--- config.mk ---
export PLATFORM = sky130hd
export DESIGN_NAME = uart_mlc2
export DESIGN_NICKNAME = d
export VERILOG_FILES = /design/src/rtl/uart_mlc2.sv
export SDC_FILE = /design/constraint.sdc
export NUM_CORES = 1
export LEC_CHECK = 0
export ABC_AREA = 1
export CAP_MARGIN = 20
export CELL_PAD_IN_SITES_DETAIL_PLACEMENT = 1
export CELL_PAD_IN_SITES_GLOBAL_PLACEMENT = 1
export CORE_MARGIN = 2
export CORE_UTILIZATION = 43
export DETAILED_ROUTE_END_ITERATION = 8
export HOLD_SLACK_MARGIN = 0.06
export MAX_ROUTING_LAYER = met4
export PLACE_DENSITY_LB_ADDON = 0.1
export SYNTH_ARGS = -nofsm -noshare
export SYNTH_HDL_FRONTEND = slang
export SYNTH_SLANG_ARGS = --single-unit
--- constraint.sdc ---
create_clock -name clk -period 1.7 [get_ports clk]
set_input_delay 0.255 -clock clk [delete_from_list [all_inputs] [get_ports clk]]
set_output_delay 0.255 -clock clk [all_outputs]
set_load 0.02 [all_outputs]
--- src/rtl/uart_mlc2.sv ---
// uart_mlc2: serial command decoder. Receives 8N1 bytes, parses set/trigger
// packets, holds per-channel burst configuration, fires trigger bursts and
// answers each complete packet with a one-byte acknowledge on tx.
module uart_mlc2 #(
    parameter int CLKS_PER_BIT = 1250,
    parameter int TRIG_HIGH    = 12,
    parameter int TRIG_LOW     = 12,
    parameter int TIMEOUT_BITS = 32
) (
    input  logic       clk,
    input  logic       nrst,
    input  logic       rx,
    output logic       tx,
    output logic       txD,
    output logic       trigout_ch0,
    output logic       trigout_ch1,
    output logic       trigout_ch2,
    output logic       trigout_ch3,
    output logic [7:0] vctrout_ch0
);
    localparam logic [15:0] BIT_LAST  = 16'(CLKS_PER_BIT - 1);
    localparam logic [15:0] HALF_LAST = 16'(CLKS_PER_BIT / 2 - 1);
    localparam logic [31:0] TMO_LAST  = 32'(TIMEOUT_BITS * CLKS_PER_BIT - 1);
    localparam logic [7:0]  HIGH_LAST = 8'(TRIG_HIGH - 1);
    localparam logic [7:0]  LOW_LAST  = 8'(TRIG_LOW - 1);

    typedef enum logic [1:0] {R_IDLE, R_START, R_DATA, R_STOP} rx_state_t;
    typedef enum logic [2:0] {P_IDLE, P_S_CH, P_S_CNT, P_S_VAL, P_T_CH} p_state_t;
    typedef enum logic {T_IDLE, T_BUSY} tx_state_t;

    logic rx_meta, rx_sync, rx_prev;

    // Two-flop synchronizer plus one delayed copy for falling-edge detection
    always_ff @(posedge clk or negedge nrst) begin
        if (!nrst) begin
            rx_meta <= 1'b1;
            rx_sync <= 1'b1;
            rx_prev <= 1'b1;
        end else begin
            rx_meta <= rx;
            rx_sync <= rx_meta;
            rx_prev <= rx_sync;
        end
    end
    assign txD = rx_sync;

    rx_state_t   rx_state_reg, rx_state_next;
    logic [15:0] rx_cnt_reg, rx_cnt_next;
    logic [2:0]  rx_bit_reg, rx_bit_next;
    logic [7:0]  rx_shift_reg, rx_shift_next;
    logic        byte_stb_reg, byte_stb_next;
    logic        frame_err_reg, frame_err_next;

    // Receiver state register
    always_ff @(posedge clk or negedge nrst) begin
        if (!nrst) begin
            rx_state_reg  <= R_IDLE;
            rx_cnt_reg    <= '0;
            rx_bit_reg    <= '0;
            rx_shift_reg  <= '0;
            byte_stb_reg  <= 1'b0;
            frame_err_reg <= 1'b0;
        end else begin
            rx_state_reg  <= rx_state_next;
            rx_cnt_reg    <= rx_cnt_next;
            rx_bit_reg    <= rx_bit_next;
            rx_shift_reg  <= rx_shift_next;
            byte_stb_reg  <= byte_stb_next;
            frame_err_reg <= frame_err_next;
        end
    end

    // Receiver next state: start re-check at half bit, then bit-centre samples
    always_comb begin
        rx_state_next  = rx_state_reg;
        rx_cnt_next    = rx_cnt_reg + 16'd1;
        rx_bit_next    = rx_bit_reg;
        rx_shift_next  = rx_shift_reg;
        byte_stb_next  = 1'b0;
        frame_err_next = 1'b0;
        case (rx_state_reg)
            R_IDLE: begin
                rx_cnt_next = '0;
                if (rx_prev && !rx_sync) rx_state_next = R_START;
            end
            R_START: if (rx_cnt_reg == HALF_LAST) begin
                rx_cnt_next   = '0;
                rx_bit_next   = '0;
                rx_state_next = rx_sync ? R_IDLE : R_DATA;
            end
            R_DATA: if (rx_cnt_reg == BIT_LAST) begin
                rx_cnt_next   = '0;
                rx_shift_next = {rx_sync, rx_shift_reg[7:1]};
                rx_bit_next   = rx_bit_reg + 3'd1;
                if (rx_bit_reg == 3'd7) rx_state_next = R_STOP;
            end
            R_STOP: if (rx_cnt_reg == BIT_LAST) begin
                rx_cnt_next    = '0;
                rx_state_next  = R_IDLE;
                byte_stb_next  = rx_sync;
                frame_err_next = !rx_sync;
            end
            default: rx_state_next = R_IDLE;
        endcase
    end

    p_state_t    p_state_reg, p_state_next;
    logic [1:0]  ch_reg, ch_next;
    logic        bad_reg, bad_next;
    logic [7:0]  count_reg, count_next;
    logic [31:0] tmo_reg, tmo_next;
    logic        cfg_we, ack_req;
    logic [7:0]  ack_data;
    logic [3:0]  fire;

    // Parser state register
    always_ff @(posedge clk or negedge nrst) begin
        if (!nrst) begin
            p_state_reg <= P_IDLE;
            ch_reg      <= '0;
            bad_reg     <= 1'b0;
            count_reg   <= '0;
            tmo_reg     <= '0;
        end else begin
            p_state_reg <= p_state_next;
            ch_reg      <= ch_next;
            bad_reg     <= bad_next;
            count_reg   <= count_next;
            tmo_reg     <= tmo_next;
        end
    end

    // Parser next state; a byte strobe wins over a coincident timeout
    always_comb begin
        p_state_next = p_state_reg;
        ch_next      = ch_reg;
        bad_next     = bad_reg;
        count_next   = count_reg;
        tmo_next     = tmo_reg;
        cfg_we       = 1'b0;
        ack_req      = 1'b0;
        ack_data     = 8'h00;
        fire         = 4'b0000;
        if (frame_err_reg) begin
            p_state_next = P_IDLE;
            tmo_next     = '0;
        end else if (byte_stb_reg) begin
            tmo_next = '0;
            case (p_state_reg)
                P_IDLE: begin
                    if (rx_shift_reg == 8'h53)      p_state_next = P_S_CH;
                    else if (rx_shift_reg == 8'h5C) p_state_next = P_T_CH;
                end
                P_S_CH: begin
                    ch_next      = rx_shift_reg[1:0];
                    bad_next     = (rx_shift_reg > 8'd3);
                    p_state_next = P_S_CNT;
                end
                P_S_CNT: begin
                    count_next   = rx_shift_reg;
                    p_state_next = P_S_VAL;
                end
                P_S_VAL: begin
                    p_state_next = P_IDLE;
                    ack_req      = 1'b1;
                    if (!bad_reg) begin
                        cfg_we   = 1'b1;
                        ack_data = 8'hA5;
                    end
                end
                P_T_CH: begin
                    p_state_next = P_IDLE;
                    ack_req      = 1'b1;
                    if (rx_shift_reg <= 8'd3) begin
                        fire     = 4'b0001 << rx_shift_reg[1:0];
                        ack_data = 8'hA5;
                    end
                end
                default: p_state_next = P_IDLE;
            endcase
        end else if (p_state_reg != P_IDLE) begin
            if (tmo_reg == TMO_LAST) begin
                p_state_next = P_IDLE;
                tmo_next     = '0;
            end else begin
                tmo_next = tmo_reg + 32'd1;
            end
        end
    end

    logic [7:0] cfg_cnt [4];
    logic [7:0] cfg_val [4];

    // Configuration store, written when a good set packet completes
    always_ff @(posedge clk or negedge nrst) begin
        if (!nrst) begin
            for (int i = 0; i < 4; i++) begin
                cfg_cnt[i] <= '0;
                cfg_val[i] <= '0;
            end
        end else if (cfg_we) begin
            cfg_cnt[ch_reg] <= count_reg;
            cfg_val[ch_reg] <= rx_shift_reg;
        end
    end
    assign vctrout_ch0 = cfg_val[0];

    logic [3:0] trig;

    genvar gi;
    generate
        for (gi = 0; gi < 4; gi++) begin : g_ch
            logic       active_reg, high_reg;
            logic [7:0] left_reg, phase_reg;

            // Burst engine: latches the count at fire time, ignores fires while running
            always_ff @(posedge clk or negedge nrst) begin
                if (!nrst) begin
                    active_reg <= 1'b0;
                    high_reg   <= 1'b0;
                    left_reg   <= '0;
                    phase_reg  <= '0;
                end else if (!active_reg) begin
                    if (fire[gi] && cfg_cnt[gi] != 8'd0) begin
                        active_reg <= 1'b1;
                        high_reg   <= 1'b1;
                        left_reg   <= cfg_cnt[gi];
                        phase_reg  <= '0;
                    end
                end else if (high_reg) begin
                    if (phase_reg == HIGH_LAST) begin
                        high_reg  <= 1'b0;
                        phase_reg <= '0;
                        left_reg  <= left_reg - 8'd1;
                    end else begin
                        phase_reg <= phase_reg + 8'd1;
                    end
                end else if (phase_reg == LOW_LAST) begin
                    phase_reg <= '0;
                    if (left_reg == 8'd0) active_reg <= 1'b0;
                    else                  high_reg   <= 1'b1;
                end else begin
                    phase_reg <= phase_reg + 8'd1;
                end
            end
            assign trig[gi] = high_reg;
        end
    endgenerate

    assign trigout_ch0 = trig[0];
    assign trigout_ch1 = trig[1];
    assign trigout_ch2 = trig[2];
    assign trigout_ch3 = trig[3];

    tx_state_t   tx_state_reg, tx_state_next;
    logic        tx_reg, tx_next;
    logic [8:0]  tx_shift_reg, tx_shift_next;
    logic [3:0]  tx_bit_reg, tx_bit_next;
    logic [15:0] tx_cnt_reg, tx_cnt_next;

    // Transmitter state register
    always_ff @(posedge clk or negedge nrst) begin
        if (!nrst) begin
            tx_state_reg <= T_IDLE;
            tx_reg       <= 1'b1;
            tx_shift_reg <= '1;
            tx_bit_reg   <= '0;
            tx_cnt_reg   <= '0;
        end else begin
            tx_state_reg <= tx_state_next;
            tx_reg       <= tx_next;
            tx_shift_reg <= tx_shift_next;
            tx_bit_reg   <= tx_bit_next;
            tx_cnt_reg   <= tx_cnt_next;
        end
    end

    // Transmitter next state; requests arriving while busy are dropped
    always_comb begin
        tx_state_next = tx_state_reg;
        tx_next       = tx_reg;
        tx_shift_next = tx_shift_reg;
        tx_bit_next   = tx_bit_reg;
        tx_cnt_next   = tx_cnt_reg + 16'd1;
        case (tx_state_reg)
            T_IDLE: begin
                tx_cnt_next = '0;
                if (ack_req) begin
                    tx_state_next = T_BUSY;
                    tx_next       = 1'b0;
                    tx_shift_next = {1'b1, ack_data};
                    tx_bit_next   = '0;
                end
            end
            T_BUSY: if (tx_cnt_reg == BIT_LAST) begin
                tx_cnt_next = '0;
                if (tx_bit_reg == 4'd9) begin
                    tx_state_next = T_IDLE;
                end else begin
                    tx_next       = tx_shift_reg[0];
                    tx_shift_next = {1'b1, tx_shift_reg[8:1]};
                    tx_bit_next   = tx_bit_reg + 4'd1;
                end
            end
            default: tx_state_next = T_IDLE;
        endcase
    end
    assign tx = tx_reg;

endmodule

==> flow_metrics.env, run 1 <==
export IMPL_dieArea_um2=28450
export IMPL_seqPwrFrac=0.474
export IMPL_antenna_found_initial=0
export IMPL_netlist_instances=1553
export IMPL_seq_area_frac_synth=0.4777
export IMPL_cts_buffers=27
export IMPL_num_vias=10423
export IMPL_cp_required_ps=2150
export IMPL_wl_mm=31.38
export IMPL_synth_area_per_cell_um2=7.508
export IMPL_cts_tree="built"
export IMPL_p_sw_mw=2.676
export IMPL_antennaDiodeCount=0
export IMPL_synth_distinct_cells=40
export IMPL_place_ws_ps=-88.74
export IMPL_hpwlAfterDp_mm=22.07
export IMPL_routed_via_density=5.142
export IMPL_layout_commonest_cell="nand2_1"
export IMPL_finalHoldWorstSlack_ps=129.0
export IMPL_critical_path_max_stage_delay_ps=370
export IMPL_synth_area_leaders="dfrtp_1 (45%), nand2_1 (14%), nor2_1 (6.5%), inv_1 (6.0%), o21ai_0 (5.5%)"
export IMPL_finalSetupViolCount=0
export IMPL_p_sw_frac=0.2343
export IMPL_slew_headroom=0.7076
export IMPL_p_int_mw=8.744
export IMPL_cp_max_fo=8
export IMPL_detail_route_antenna_nets=0
export IMPL_ys_flop_type="dfrtp_1"
export IMPL_nets=1690
export IMPL_netlist_area_leader_share=0.4507
export IMPL_period_minus_slack_ps=1673
export IMPL_rrSetupSlack_ps=30
export IMPL_clk_path_buf_depth=3
export IMPL_final_cell_mix="nand2_1 (423), dfrtp_1 (205), nor2_1 (176)"
export IMPL_cts_clk_slew_worst_paths_ps=60
export IMPL_area_growth_pct=21.47
export IMPL_p_leak_nw=6.634
export IMPL_path_cells="inv_1, nand4_2, nor2_4, buf_6, nand2_4, nand2_8, buf_8, inv_4, a31oi_1"
export IMPL_slew_viol_final=0
export IMPL_period_share=0.9841
export IMPL_cpMaxStageDelayCell="dfrtp_1"
export IMPL_cp_end_kind="flop"
export IMPL_yosysTopAreaCell="dfrtp_1"
export IMPL_worstPathArrival_ps=2130
export IMPL_start_kind="flop"
export IMPL_remaining_drc_errors=0
export IMPL_status="complete, no violations"
export IMPL_syn_area_um2=11660
export IMPL_ios=17
export IMPL_die_height_um=168.7
export IMPL_layout_setup_ws_ps=26.95
export IMPL_fmax_mhz=597.7
export IMPL_vdd_drop_max_v=0.0006629
export IMPL_min_from="rx"
export IMPL_reg2reg_depth=9
export IMPL_die_w_um=168.7
export IMPL_first_global_vias=10928
export IMPL_cts_htree_levels=1
export IMPL_holdPathEnd="rx_meta$_DFF_PN1_"
export IMPL_fp_coreArea_um2=26800
export IMPL_rsz0062_at_grt="yes"
export IMPL_synth_edf_count=0
export IMPL_synth_seq_cells=222
export IMPL_routedWlPerCell_um=15.48
export IMPL_clock_latency_ps=540
export IMPL_dr_pass1_iters=5
export IMPL_p_per_area_nw_per_um2=806.3
export IMPL_worst_pin_slew_ps=437.0
export IMPL_rows=60
export IMPL_p_clk_frac=0.477
export IMPL_hold_viol_final=0
export IMPL_globalplace_congestion=0.8273
export IMPL_max_cap_violations=0
export IMPL_reg2reg_to="g_ch[2].active_reg$_DFF_PN0_"
export IMPL_grt_start_max_net_pins=60
export IMPL_skew_ps=16.62
export IMPL_clock_sinks=222
export IMPL_yosys_warnings=0
export IMPL_grt_pass1_wl_mm=52.70
export IMPL_r2r_start="p_state_reg[1]$_DFFE_PN0P_"
export IMPL_io_buffers=16
export IMPL_gr_total_overflow=0
export IMPL_fillers=3302
export IMPL_holdPathStages=1
export IMPL_grt_use_total=0.2282
export IMPL_drtIter0Drc=475
export IMPL_async_reset_ff_frac=1.000
export IMPL_syn_nets=1578
export IMPL_drive_gt1_frac=0.1465
export IMPL_start_util=0.4351
export IMPL_hold_path_class="in2reg"
export IMPL_combPwrFrac=0.050
export IMPL_path_class="reg2reg"
export IMPL_cts_root_buf="clkbuf_16"
-- worst max path at each step --
stage | startpoint | to | slack [ps] | cells past startpoint
4_1_cts | g_ch[1].phase_reg[0]$_DFFE_PN0P_ | g_ch[1].left_reg[1]$_DFFE_PN0P_ | 0.3 | 9
5_1_grt | p_state_reg[1]$_DFFE_PN0P_ | g_ch[2].active_reg$_DFF_PN0_ | -80 | 9
3_5_place_dp | rx_cnt_reg[0]$_DFF_PN0_ | rx_cnt_reg[2]$_DFF_PN0_ | -90 | 11
2_1_floorplan | tmo_reg[0]$_DFFE_PN0P_ | tmo_reg[28]$_DFFE_PN0P_ | 140 | 8
3_3_place_gp | tmo_reg[0]$_DFFE_PN0P_ | tmo_reg[6]$_DFFE_PN0P_ | -40 | 9
6_report | p_state_reg[1]$_DFFE_PN0P_ | g_ch[2].active_reg$_DFF_PN0_ | 30 | 9
-- metal layers --
layer	track usage	part of all wire	vias to the layer above
li1	-	-	5200
met1	0.2953	0.46	5116
met2	0.3915	0.50	72
met3	0.02385	0.020	35
met4	0.04610	0.017	0
met5	-	0	-
-- synthesized netlist by cell type (all sizes together), types with 11 or more instances --
| cell | n |
|---|---|
| nand2 | 445 |
| dfrtp | 210 |
| nor2 | 205 |
| inv | 188 |
| o21ai | 143 |
| nand3 | 100 |
| nor3 | 39 |
| nand4 | 34 |
| a21oi | 33 |
| xor2 | 30 |
| clkbuf | 22 |
| ha | 22 |
| o22ai | 15 |
| dfstp | 12 |
| buf | 11 |
-- final cells by class --
class                      count  area (um2)  area share
multi-input combinational   1110        5527      0.3902
tap                          341       426.7     0.03012
inverter                     189       721.9     0.05097
clock buffer                  42       792.0     0.05592
sequential                   222        5577      0.3937
timing repair buffer         115        1072     0.07571
clock inverter                 8       47.55    0.003357
-- logic make-up after synthesis --
logic type | synth area share
AO/OA/AOI/OAI | 0.09346
XOR/XNOR | 0.02629
adder cells (fa/ha/maj) | 0.02361
buffers and inverters | 0.07318
flip-flops | 0.4777
multiplexers | 0.001717
AND/OR/NAND/NOR | 0.3040
-- power groups by stage --
stage / logic [mW] / clock network (mW) / registers, mW
after floorplan: 0.237 / 0 / 5.48
after global placement: 0.486 / 0 / 5.49
after detailed placement: 0.505 / 0 / 5.49
after CTS: 0.539 / 5.63 / 5.40
after global routing: 0.658 / 5.80 / 5.42
final: 0.566 / 5.45 / 5.41
-- stage by stage --
step,power (mW),area [um2],setup TNS [ps],util,instances
after CTS,11.56,13640,0,0.5090,2008
final,11.42,14160,0,0.5285,2027
after detailed placement,5.995,12760,-1262,0.4760,1955
after global placement,5.972,12760,-315.7,0.4760,1955
after floorplan,5.716,11660,0,-,1553
after global routing,11.87,14160,-2293,0.5285,2027
-- repair_timing --
action / CTS / global route
hold endpoints to repair: 210 / 0
hold buffers: 1 / 0
cloned: 0 / 6
buffers inserted: 2 / 13
gates resized for setup: 29 / 103
setup endpoints to repair: 79 / 147
pin swaps: 2 / 20
-- critical path, delay by kind of cell, from the launching register on --
kind                   cells  cell delay, ps
and+or+nand+nor            4             550
buffers and inverters      4             540
DFF                        1             370
AOI/OAI and AO/OA          1             130
No activity file was read; power rests on OpenSTA's default activity.
==> inputs of run 2 (changes only) <==
--- a/config.mk
+++ b/config.mk
@@ -10,7 +10,7 @@
 export CELL_PAD_IN_SITES_DETAIL_PLACEMENT = 1
 export CELL_PAD_IN_SITES_GLOBAL_PLACEMENT = 1
 export CORE_MARGIN = 2
-export CORE_UTILIZATION = 43
+export CORE_UTILIZATION = 25
 export DETAILED_ROUTE_END_ITERATION = 8
 export HOLD_SLACK_MARGIN = 0.06
 export MAX_ROUTING_LAYER = met4
@@ -18,3 +18,4 @@
 export SYNTH_ARGS = -nofsm -noshare
 export SYNTH_HDL_FRONTEND = slang
 export SYNTH_SLANG_ARGS = --single-unit
+export TNS_END_PERCENT = 100
==> run 2 against run 1 <==
Maximum frequency rose by 0.12%. Die area increased by 70%. Via count down 0.85%. Clock power increased by 12%. Flip-flop and latch count stayed put. Largest power group unchanged.
==> flow_metrics.env, run 2 (synthesized netlist as in run 1, its figures left out) <==
export IMPL_start_util=0.2521
export IMPL_fin_util=0.3234
export IMPL_grt_start_max_net_pins=48
export IMPL_r2r_start="tmo_reg[0]$_DFFE_PN0P_"
export IMPL_die_height_um=220.0
export IMPL_crit_start="tmo_reg[0]$_DFFE_PN0P_"
export IMPL_first_global_vias=11054
export IMPL_cts_tree="built"
export IMPL_clock_latency_ps=560
export IMPL_hold_viol_final=0
export IMPL_nets=1711
export IMPL_endpoint="tmo_reg[6]$_DFFE_PN0P_"
export IMPL_start_kind="flop"
export IMPL_rows=79
export IMPL_slew_viol_final=0
export IMPL_rsz0062_at_grt="yes"
export IMPL_dr_pass1_iters=4
export IMPL_cp_end_kind="flop"
export IMPL_dieArea_um2=48380
export IMPL_drive_gt1_frac=0.1805
export IMPL_clock_sinks=222
export IMPL_antenna_found_initial=0
export IMPL_gr_total_overflow=0
export IMPL_path_cells="ha_4, nand3_4, inv_2, nand3_2, nor2_4, nand2_2, o21ai_4, buf_6, nor3_2"
export IMPL_hpwlAfterDp_mm=23.68
export IMPL_period_minus_slack_ps=1671
export IMPL_grt_use_total=0.1474
export IMPL_crit_family="simple AND/OR/NAND/NOR gates"
export IMPL_max_cap_violations=0
export IMPL_reg2reg_depth=9
export IMPL_path_class="reg2reg"
export IMPL_globalplace_congestion=0.7620
export IMPL_remaining_drc_errors=0
export IMPL_area_growth_pct=28.30
export IMPL_io_buffers=16
export IMPL_worst_pin_slew_ps=417.5
export IMPL_cp_max_fo=6
export IMPL_critical_path_max_stage_delay_ps=410
export IMPL_finalSetupViolCount=0
export IMPL_period_share=0.9829
export IMPL_worstPathArrival_ps=2110
export IMPL_cp_required_ps=2140
export IMPL_reg2reg_to="tmo_reg[6]$_DFFE_PN0P_"
export IMPL_grtUsageMet1=0.1955
export IMPL_skew_ps=11.98
export IMPL_cts_root_buf="clkbuf_16"
export IMPL_cts_clk_slew_worst_paths_ps=60
export IMPL_final_cell_mix="nand2_1 (414), dfrtp_1 (206), inv_1 (175)"
export IMPL_grtUsageMet2=0.2411
export IMPL_grt_pass1_wl_mm=56.88
export IMPL_top_usage_layer="met2"
export IMPL_status="complete, no violations"
export IMPL_drtIter0Drc=445
export IMPL_routedWlPerCell_um=14.35
export IMPL_p_per_area_nw_per_um2=808.3
export IMPL_layout_commonest_cell="nand2_1"
export IMPL_ios=17
export IMPL_fp_coreArea_um2=46260
export IMPL_routed_via_density=4.468
export IMPL_detail_route_antenna_nets=0
export IMPL_crit_buf_inv=2
export IMPL_rrSetupSlack_ps=30
export IMPL_fin_tns_setup_ps=0
export IMPL_hold_path_class="in2async"
export IMPL_cpMaxStageDelayCell="dfrtp_1"
export IMPL_clk_path_buf_depth=3
export IMPL_cp_num_cells=9
export IMPL_use_met3=0.01822
export IMPL_slew_headroom=0.7213
export IMPL_die_w_um=220.0
export IMPL_fmax_mhz=598.4
export IMPL_num_vias=10334
export IMPL_cts_htree_levels=1
export IMPL_cts_buffers=30
export IMPL_p_leak_nw=6.783
export IMPL_vdd_drop_max_v=0.0005323
export IMPL_wl_mm=33.20
export IMPL_antennaDiodeCount=0
-- run 2: cell types whose count changed in the layout (fill, tap and decap cells not counted), moves of 4 or more --
cell and change:
buf_4 +13, nor2_1 -19, nor2_4 +4, o21ai_1 -4, nor2_2 +15, nand2_2 +8
buf_12 +5, nand2_1 -9
-- run 2: through the flow --
stage                     area [um2]  cells  power, mW  setup slack (ps)  hold slack (ps)
final                          14960   2313      12.09             29.01            173.1
after detailed placement       13290   2243      6.096            -100.7            174.0
after CTS                      14410   2304      12.42             9.200            153.5
after global placement         13290   2243      6.091            -115.6            176.8
after global routing           14960   2313      12.71            -51.22            172.8
after floorplan                11660   1553      5.716             144.9           -40.59
-- run 2: power breakdown --
part,switching (mW),internal [mW],leakage (nW)
Combinational,0.372,0.229,3.28
Clock,2.43,3.67,0.458
Sequential,0.0421,5.34,3.05
Total,2.85,9.24,6.78
-- run 2: per-layer routing --
layer | part of all wire | vias to the layer above | wire (um)
met5 | 0 | - | 0
met3 | 0.025 | 41 | 830
met4 | 0.017 | 0 | 549
met2 | 0.47 | 60 | 15510
met1 | 0.49 | 4991 | 16320
li1 | - | 5242 | -
-- run 2: cell type report --
class	count	area [um2]
timing repair buffer	133	1240
clock inverter	8	72.57
inverter	189	734.5
sequential	222	5575
fill	5554	31300
tap	607	759.5
clock buffer	44	874.6
multi-input combinational	1110	5703
-- run 2: how the worst min path moves through the flow --
stage               from                          endpoint  cells past startpoint
finish              nrst   g_ch[1].left_reg[6]$_DFFE_PN0P_                      2
global route        nrst   g_ch[1].left_reg[6]$_DFFE_PN0P_                      2
CTS                 nrst   g_ch[1].left_reg[6]$_DFFE_PN0P_                      2
detailed placement  nrst   g_ch[1].left_reg[6]$_DFFE_PN0P_                      1
global placement    nrst  g_ch[1].phase_reg[7]$_DFFE_PN0P_                      1
floorplan           nrst                         async pin                      0
-- run 2: timing repair --
item | CTS | global route
cloned | 3 | 2
endpoints found under the hold margin | 211 | 0
pin swaps | 6 | 27
resized for setup | 49 | 140
setup endpoints to repair | 84 | 152
hold buffers | 2 | 0
setup buffers | 4 | 9
==> inputs of run 3 (changes only) <==
--- a/config.mk
+++ b/config.mk
@@ -11,6 +11,7 @@
 export CELL_PAD_IN_SITES_GLOBAL_PLACEMENT = 1
 export CORE_MARGIN = 2
 export CORE_UTILIZATION = 25
+export CTS_BUF_LIST = sky130_fd_sc_hd__clkbuf_8
 export DETAILED_ROUTE_END_ITERATION = 8
 export HOLD_SLACK_MARGIN = 0.06
 export MAX_ROUTING_LAYER = met4
==> run 3 against run 2 <==
Combinational power grew 3.7%. Clock skew grew 19 ps. Die area is the same. Maximum frequency grew 1.6%. Worst hold slack lost 38 ps. Sequential power is essentially flat. Sequential share of layout area shrank 0.26 points. Critical path depth grew 1. Setup slack gained 26 ps. Flip-flop and latch count is the same. Critical endpoint is now tmo_reg[21]$_DFFE_PN0P_. Largest cell class unchanged. Largest power group unchanged. Highest routed layer unchanged.
==> flow_metrics.env, run 3 (synthesized netlist as in run 1, its figures left out) <==
export IMPL_reg2reg_to="tmo_reg[21]$_DFFE_PN0P_"
export IMPL_fin_util=0.3258
export IMPL_fillers=5578
export IMPL_cts_buffers=47
export IMPL_finalSetupViolCount=0
export IMPL_period_share=0.9674
export IMPL_dieArea_um2=48380
export IMPL_wl_met2_mm=15.76
export IMPL_num_vias=10447
export IMPL_endpoint="tmo_reg[21]$_DFFE_PN0P_"
export IMPL_status="complete, no violations"
export IMPL_highest_layer="met4"
export IMPL_r2r_start="tmo_reg[1]$_DFFE_PN0P_"
export IMPL_route_met3_wl_mm=1.055
export IMPL_met1_length_mm=16.35
export IMPL_nets=1734
export IMPL_remaining_drc_errors=0
export IMPL_combPwrFrac=0.053
export IMPL_slew_headroom=0.7373
export IMPL_cts_root_buf="clkbuf_8"
export IMPL_p_per_area_nw_per_um2=784.8
export IMPL_ios=17
export IMPL_fin_area_um2=15070
export IMPL_path_class="reg2reg"
export IMPL_start_util=0.2521
export IMPL_fmax_mhz=608.1
export IMPL_cts_tree="built"
export IMPL_skew_ps=30.79
export IMPL_grt_start_max_net_pins=48
export IMPL_seqPwrFrac=0.456
export IMPL_drive_gt1_frac=0.1962
export IMPL_period_minus_slack_ps=1645
export IMPL_start_kind="flop"
export IMPL_fin_tns_setup_ps=0
export IMPL_antennaDiodeCount=0
export IMPL_slew_viol_final=0
export IMPL_layout_commonest_cell="nand2_1"
export IMPL_hold_viol_final=0
export IMPL_clock_latency_ps=610
export IMPL_rows=79
export IMPL_cp_max_fo=5
export IMPL_cts_htree_levels=2
export IMPL_cts_clk_slew_worst_paths_ps=60
export IMPL_die_w_um=220.0
export IMPL_p_int_mw=8.803
export IMPL_globalplace_congestion=0.7620
export IMPL_cp_required_ps=2190
export IMPL_p_total_mw=11.83
export IMPL_crit_start="tmo_reg[1]$_DFFE_PN0P_"
export IMPL_clk_path_buf_depth=3
export IMPL_antenna_found_initial=0
export IMPL_final_cell_mix="nand2_1 (413), dfrtp_1 (204), inv_1 (184)"
export IMPL_hold_path_class="in2async"
export IMPL_cp_end_kind="flop"
export IMPL_area_growth_pct=29.25
export IMPL_detail_route_antenna_nets=0
export IMPL_p_leak_nw=6.943
export IMPL_p_clk_frac=0.492
export IMPL_clock_sinks=222
export IMPL_grt_use_total=0.1516
export IMPL_max_cap_violations=0
export IMPL_p_sw_mw=3.024
export IMPL_rsz0062_at_grt="yes"
export IMPL_dpl_cell_area_um2=13290
export IMPL_p_sw_frac=0.2557
export IMPL_grt_pass1_wl_mm=57.57
export IMPL_die_height_um=220.0
export IMPL_hpwlAfterDp_mm=23.68
export IMPL_drtIter0Drc=373
export IMPL_io_buffers=16
export IMPL_routed_via_density=4.446
export IMPL_worst_pin_slew_ps=393.6
export IMPL_vdd_drop_max_v=0.0005718
export IMPL_routedWlPerCell_um=14.43
export IMPL_rrSetupSlack_ps=60
export IMPL_first_global_vias=11204
export IMPL_reg2reg_depth=10
export IMPL_fp_coreArea_um2=46260
export IMPL_wl_mm=33.91
export IMPL_worstPathArrival_ps=2140
export IMPL_dr_pass1_iters=4
export IMPL_gr_total_overflow=0
## run 3: changes by cell type in the layout (fill, tap and decap cells not counted), moves of 8 or more
cell       before  now
inv_1         175  184
clkinv_2        4   14
buf_4          90   98
nor2_2         37   27
clkbuf_8        5   58
clkbuf_16      32    1
clkbuf_1        8    0
## run 3: how the worst min path moves through the flow
stage / slack [ps] / endpoint / depth (start not counted) / start
2_1_floorplan: -40 / async pin / 0 / nrst
3_3_place_gp: 180 / g_ch[1].phase_reg[7]$_DFFE_PN0P_ / 1 / nrst
3_5_place_dp: 170 / g_ch[1].left_reg[6]$_DFFE_PN0P_ / 1 / nrst
4_1_cts: 80 / g_ch[1].phase_reg[4]$_DFFE_PN0P_ / 2 / nrst
5_1_grt: 110 / g_ch[1].phase_reg[4]$_DFFE_PN0P_ / 2 / nrst
6_report: 130 / g_ch[1].phase_reg[4]$_DFFE_PN0P_ / 2 / nrst
## run 3: worst max-delay path, cell delays in order, from the launching register on
cell and delay, ps:
dfrtp_1 400, ha_4 170, nand3_4 90, inv_2 60, nand3_2 80, nor2_4 120, nand2_2 80, o21ai_4 190
buf_12 160, buf_12 130, nor2_1 50
## run 3: final cells by class
cell class / instances / area, um2 / area share
Clock buffer: 58 / 798.3 / 0.05297
Sequential cell: 222 / 5578 / 0.3701
Multi-Input combinational cell: 1110 / 5751 / 0.3816
Timing Repair Buffer: 139 / 1313 / 0.08709
Inverter: 189 / 734.5 / 0.04873
Clock inverter: 25 / 137.6 / 0.009132
Tap cell: 607 / 759.5 / 0.05039
## run 3: power groups by stage
stage / registers [mW] / logic [mW] / clock network [mW]
4_1_cts: 5.38 / 0.622 / 6.16
2_1_floorplan: 5.48 / 0.237 / 0
6_report: 5.39 / 0.623 / 5.82
5_1_grt: 5.39 / 0.725 / 6.38
3_5_place_dp: 5.48 / 0.620 / 0
3_3_place_gp: 5.48 / 0.613 / 0
## run 3: timing repair
| action | 4_1_cts | 5_1_grt |
|---|---|---|
| endpoints found under the hold margin | 211 | 0 |
| gates cloned | 4 | 2 |
| endpoints found under the setup margin | 80 | 180 |
| resized for setup | 56 | 145 |
| setup buffers | 7 | 11 |
| hold buffers | 2 | 0 |
| pin swaps | 9 | 30 |
## run 3: stage by stage
stage	worst slack, ps	cells	hold slack [ps]
3_5_place_dp	-100.7	2243	174.0
3_3_place_gp	-115.6	2243	176.8
6_report	55.50	2350	134.8
5_1_grt	-76.03	2350	109.4
2_1_floorplan	144.9	1553	-40.59
4_1_cts	-1.727	2339	84.02
## run 3: routing by layer
layer | vias up | track usage
met5 | - | -
met4 | 0 | 0.04832
met3 | 54 | 0.02622
met2 | 82 | 0.2407
met1 | 5018 | 0.1966
li1 | 5293 | -
